<file path="src/rtl/cpu_timing_pkg.sv">
// Shared T-state definitions for the timing generator and the decode stages.
// Pure declarations: no latency, no flow control.
package cpu_timing_pkg;

  localparam int TSTATE_WIDTH      = 7;
  localparam int CYCLE_INDEX_WIDTH = 3;

  typedef enum logic [TSTATE_WIDTH-1:0] {
    T0_STATE = 7'b0000001,
    T1_STATE = 7'b0000010,
    T2_STATE = 7'b0000100,
    T3_STATE = 7'b0001000,
    T4_STATE = 7'b0010000,
    T5_STATE = 7'b0100000,
    T6_STATE = 7'b1000000
  } tstate_e;

  localparam tstate_e RESET_STATE = T0_STATE;

  // Explicit successor table, so the state register can only ever hold a named one-hot value.
  function automatic tstate_e tstate_succ(input tstate_e cur);
    tstate_e nxt;
    case (cur)
      T0_STATE: nxt = T1_STATE;
      T1_STATE: nxt = T2_STATE;
      T2_STATE: nxt = T3_STATE;
      T3_STATE: nxt = T4_STATE;
      T4_STATE: nxt = T5_STATE;
      T5_STATE: nxt = T6_STATE;
      default:  nxt = T0_STATE;
    endcase
    return nxt;
  endfunction

endpackage

</file>
<file path="src/rtl/timing_state_generator_onehot_to_index.sv">
// One-hot T-state to binary index encoder; purely combinational, no flow control.
module onehot_to_index
  import cpu_timing_pkg::*;
(
  input  logic [TSTATE_WIDTH-1:0]      onehot,
  output logic [CYCLE_INDEX_WIDTH-1:0] index
);

  always_comb begin
    index = '0;
    for (int k = 0; k < TSTATE_WIDTH; k++) begin
      if (onehot[k]) index = index | CYCLE_INDEX_WIDTH'(k);
    end
  end

endmodule

</file>
<file path="src/rtl/timing_state_generator.sv">
// 6502 T-state sequencer with reset/interrupt sequence flags; outputs registered, new state visible
// the cycle after an advance edge. Stalls (holds everything) unless ClockEnable & (Ready | WriteCycle).
module timing_state_generator
  import cpu_timing_pkg::*;
#(
  parameter int MaxCycle = 6
) (
  input  logic                         GlobalClock,
  input  logic                         Reset,
  input  logic                         ClockEnable,
  input  logic                         Ready,
  input  logic                         WriteCycle,
  input  logic                         EndInstr,
  input  logic                         IrqPending,
  input  logic                         NmiPending,
  output logic [TSTATE_WIDTH-1:0]      Tstate,
  output logic [CYCLE_INDEX_WIDTH-1:0] CycleIndex,
  output logic                         Sync,
  output logic                         ResetCycle,
  output logic                         InterruptCycle,
  output logic                         NmiAck,
  output logic                         Timeout
);

  localparam logic [TSTATE_WIDTH-1:0] MAX_STATE = TSTATE_WIDTH'(1) << MaxCycle;

  tstate_e state_q;
  logic    adv;
  logic    at_max;
  logic    enter_t0;

  // Writes cannot be stretched by RDY, so a write cycle always advances on its tick.
  assign adv      = ClockEnable & (Ready | WriteCycle);
  assign at_max   = (state_q == MAX_STATE);
  assign enter_t0 = adv & (state_q != T0_STATE) & (EndInstr | at_max);

  always_ff @(posedge GlobalClock) begin
    if (Reset) begin
      state_q        <= RESET_STATE;
      ResetCycle     <= 1'b1;
      InterruptCycle <= 1'b0;
      NmiAck         <= 1'b0;
      Timeout        <= 1'b0;
    end else begin
      NmiAck <= 1'b0;
      if (adv) begin
        state_q <= enter_t0 ? T0_STATE : tstate_succ(state_q);
        if (at_max && !EndInstr) Timeout <= 1'b1;
        // Sequence flags change only when a new instruction starts, so they hold across it.
        if (enter_t0) begin
          ResetCycle <= 1'b0;
          if (ResetCycle) begin
            InterruptCycle <= 1'b0;
          end else if (NmiPending) begin
            InterruptCycle <= 1'b1;
            NmiAck         <= 1'b1;
          end else begin
            InterruptCycle <= IrqPending;
          end
        end
      end
    end
  end

  assign Tstate = state_q;
  assign Sync   = state_q[0];

  onehot_to_index u_index (
    .onehot (state_q),
    .index  (CycleIndex)
  );

endmodule
</file>
<file path="config.mk">
export PLATFORM = sky130hd
export DESIGN_NAME = timing_state_generator
export DESIGN_NICKNAME = d
export VERILOG_FILES = /design/src/rtl/cpu_timing_pkg.sv /design/src/rtl/timing_state_generator_onehot_to_index.sv /design/src/rtl/timing_state_generator.sv
export SDC_FILE = /design/constraint.sdc
export NUM_CORES = 1
export LEC_CHECK = 0
export ABC_AREA = 1
export BUFFER_PORTS_ARGS = -buffer_cell sky130_fd_sc_hd__buf_2
export CAP_MARGIN = 0
export CORE_AREA = 4 4 41 43
export DETAILED_ROUTE_END_ITERATION = 10
export DIE_AREA = 0 0 45 47
export PLACE_DENSITY = 0.78
export SLEW_MARGIN = 5
export SYNTH_ARGS = -nofsm -noshare
export SYNTH_HDL_FRONTEND = slang
export SYNTH_SLANG_ARGS = --single-unit
</file>
<file path="constraint.sdc">
create_clock -name GlobalClock -period 1.7 [get_ports GlobalClock]
set_clock_uncertainty 0.05 [all_clocks]
set_input_delay 0.085 -clock GlobalClock [delete_from_list [all_inputs] [get_ports GlobalClock]]
set_output_delay 0.085 -clock GlobalClock [all_outputs]
set_load 0.02 [all_outputs]
</file>
==> results.json <==
{
  "antenna_found_initial": 0,
  "final_cells": 131,
  "post_cts_buffers": 0,
  "grt_pass1_wl_mm": 2.62,
  "max_freq_mhz": 769,
  "r2r_slack_ns": 0.40,
  "firstDrtPassIters": 4,
  "hold_viol_final": 0,
  "timing.final.crit_share_pct": 76.5,
  "dp.cells": 126,
  "start_util_pct": 49.2,
  "die_w_microns": 45,
  "cp-end-kind": "flop",
  "drt_iter0_drc": 46,
  "syn_area_per_cell_sq_um": 7.04,
  "grtUsageTotal_pct": 17.1,
  "arrival_ns": 1.42,
  "fp.dieArea_sq_um": 2120,
  "fillCellCount": 129,
  "h-tree-depth": 1,
  "rows": 13,
  "drive_above_1_share_pct": 41.4,
  "numCtsBuffers": 3,
  "final.min_clock_period_ns": 1.30,
  "clk_pin_slew_ns": 0.07,
  "clockRootBuffer": "clkbuf_4",
  "port_buffers": 22,
  "grt_max_degree": 12,
  "netlist_area_sq_um": 641,
  "final_nets": 125,
  "crit_path_cell_trace": "nor2_2 > nand2_2 > o21ai_2 > nand2_2 > nand2_4 > nor2_2",
  "syn-instance-count": 91,
  "hp-class": "in2reg",
  "slowest_stage": "dfxtp_1",
  "r2r-end": "Tstate[3]",
  "clockBufferDepth": 2,
  "setup_tns_ns": 0,
  "cp_num_buf_inv": 0,
  "min_to": "NmiAck",
  "synth_cell_types": 19,
  "drt_wl_total_mm": 1.52,
  "core-area_sq_um": 1300,
  "worstPathRequired_ns": 1.82,
  "regArea_sq_um": 220,
  "finalMaxSlewViolations": 0,
  "ant_nets": 0,
  "overflow": 0,
  "tightestPinTransition_ns": 0.252,
  "grt_pass1_vias": 631,
  "die_height_microns": 47,
  "p_leak_nw": 0.402,
  "fin_area_sq_um": 787,
  "wl_per_cell_microns": 11.6,
  "whs_path_depth": 3,
  "yosys.area_share.adder_pct": 0,
  "start_kind": "flop",
  "dp.final_hpwl_mm": 1.19,
  "drcViolationCount": 0,
  "path_delay_family": "simple AND/OR/NAND/NOR gates",
  "area_growth_pct": 22.9,
  "whs_ns": 0.0194,
  "r2r_start": "Tstate[0]",
  "vdd_ir_drop_max_mv": 0.492,
  "synth_compound_area_share_pct": 11.7,
  "vias_per_cell": 5.18,
  "hold_start": "NmiPending",
  "worst-r2r-cell-count": 6,
  "ys_warn_count": 0,
  "cpPeakStageDelay_ns": 0.36,
  "place_congestion": 0.835,
  "grt_setup_unrepaired": "no",
  "worst_skew_pair.late_latency_ns": 0.27,
  "cts.sinks": 11,
  "synth_top_family_by_area": "simple AND/OR/NAND/NOR gates",
  "synth_seq_cells": 11,
  "boundaryPins": 23,
  "max_slew_margin_pct": 83.2,
  "multi_input_area_sq_um": 360,
  "yosysSeqAreaShare_pct": 34.4,
  "maxCapViolations": 0,
  "setup.worst_path.class": "reg2reg",
  "yosys.area_share.simple_pct": 44.5,
  "cts_tree": "yes",
  "placed_cell_area_sq_um": 751,
  "setup_viol": 0,
  "synth_nets": 99,
  "diodes": 0,
  "cp_max_fo": 5,
  "powerDensity_nw_per_um2": 866,
  "synthMuxAreaShare_pct": 0,
  "outcome": "completed",
  "routed-via-count": 679,
  "synthXorXnorAreaFrac_pct": 0
}
[layout make-up]
class | instances | area share (%)
Multi-Input combinational cell | 67 | 45.8
Clock buffer | 4 | 3.34
Sequential cell | 11 | 28.0
Timing Repair Buffer | 23 | 15.3
Tap cell | 15 | 2.38
Inverter | 11 | 5.25
[power breakdown]
group          internal, W  switching [W]
Sequential        0.000273      0.0000192
Combinational    0.0000708       0.000137
Clock            0.0000910      0.0000905
[layer usage]
| metal | GRT usage [%] | vias up | part of all wire [%] |
|---|---|---|---|
| li1 | - | 339 | - |
| met1 | 20.5 | 299 | 43 |
| met2 | 27.1 | 36 | 47 |
| met3 | 4.98 | 5 | 8.6 |
| met4 | 9.94 | 0 | 1.9 |
| met5 | 0 | - | 0 |
[worst max path at each step]
stage	slack, ns	endpoint	cells after the start	from
2_1_floorplan	0.44	Tstate[4]	7	Tstate[6]
3_3_place_gp	0.51	Tstate[2]	6	Tstate[0]
3_5_place_dp	0.45	Tstate[3]	6	Tstate[0]
4_1_cts	0.43	Tstate[3]	6	Tstate[0]
5_1_grt	0.31	Tstate[6]	6	Tstate[5]
6_report	0.40	Tstate[3]	6	Tstate[0]
[registers in the layout, summed over array words and instances (netlist names)]
name,flops
InterruptCycle,1
ResetCycle,1
Tstate,7
NmiAck,1
Timeout,1
[worst register-to-register path, cell delays in order, from the launching register on]
cell and delay (ns):
dfxtp_1 0.36, nor2_2 0.23, nand2_2 0.13, o21ai_2 0.17, nand2_2 0.11, nand2_4 0.12
nor2_2 0.04
[what timing repair did]
action	4_1_cts	5_1_grt
hold buffers	1	0
hold endpoints to repair	2	0
resized for setup	0	0
[kinds of logic after synthesis]
kind of cell / Yosys count
AO/OA/AOI/OAI: 12
buffers and inverters: 13
flip-flops: 11
AND/OR/NAND/NOR: 55
[cell usage after synthesis]
library cell  instances  area (sq um)
nor3_1                1          5.00
nand2_4               2          22.5
nand2_1              16          60.1
dfxtp_1              11           220
a31oi_1               1          6.26
inv_2                 4          15.0
buf_4                 1          7.51
nor2_2                9          56.3
o21ai_0               4          20.0
buf_6                 1          11.3
o21ai_1               3          15.0
inv_1                 7          26.3
nor2_1               13          48.8
nand4_1               1          6.26
nor2_4                3          33.8
nand3_1               8          40.0
nand2_2               2          12.5
o21ai_2               3          26.3
a211oi_1              1          7.51
[placed cells by master (no fill, tap or decap)]
| cell | netlist | layout |
|---|---|---|
| clkbuf_1 | 0 | 1 |
| inv_1 | 7 | 7 |
| nand2_4 | 2 | 2 |
| nor2_2 | 9 | 9 |
| nand2_2 | 2 | 2 |
| clkbuf_4 | 0 | 3 |
| inv_2 | 4 | 4 |
| nor2_1 | 13 | 13 |
| dfxtp_1 | 11 | 11 |
| nand3_1 | 8 | 8 |
| nand4_1 | 1 | 1 |
| o21ai_2 | 3 | 3 |
| nand2_1 | 16 | 16 |
| buf_2 | 0 | 22 |
| a31oi_1 | 1 | 1 |
| nor2_4 | 3 | 3 |
| dlygate4sd3_1 | 0 | 1 |
| o21ai_0 | 4 | 4 |
| nor3_1 | 1 | 1 |
| o21ai_1 | 3 | 3 |
| a211oi_1 | 1 | 1 |
[stage by stage]
step	util [%]	total power, W	setup WS (ns)
3_5_place_dp	57.7	0.000503	0.454
4_1_cts	60.5	0.000686	0.429
3_3_place_gp	57.7	0.000500	0.514
6_report	60.5	0.000681	0.400
2_1_floorplan	-	0.000452	0.438
5_1_grt	60.5	0.000723	0.308
Power figures use the tool's default switching activity.
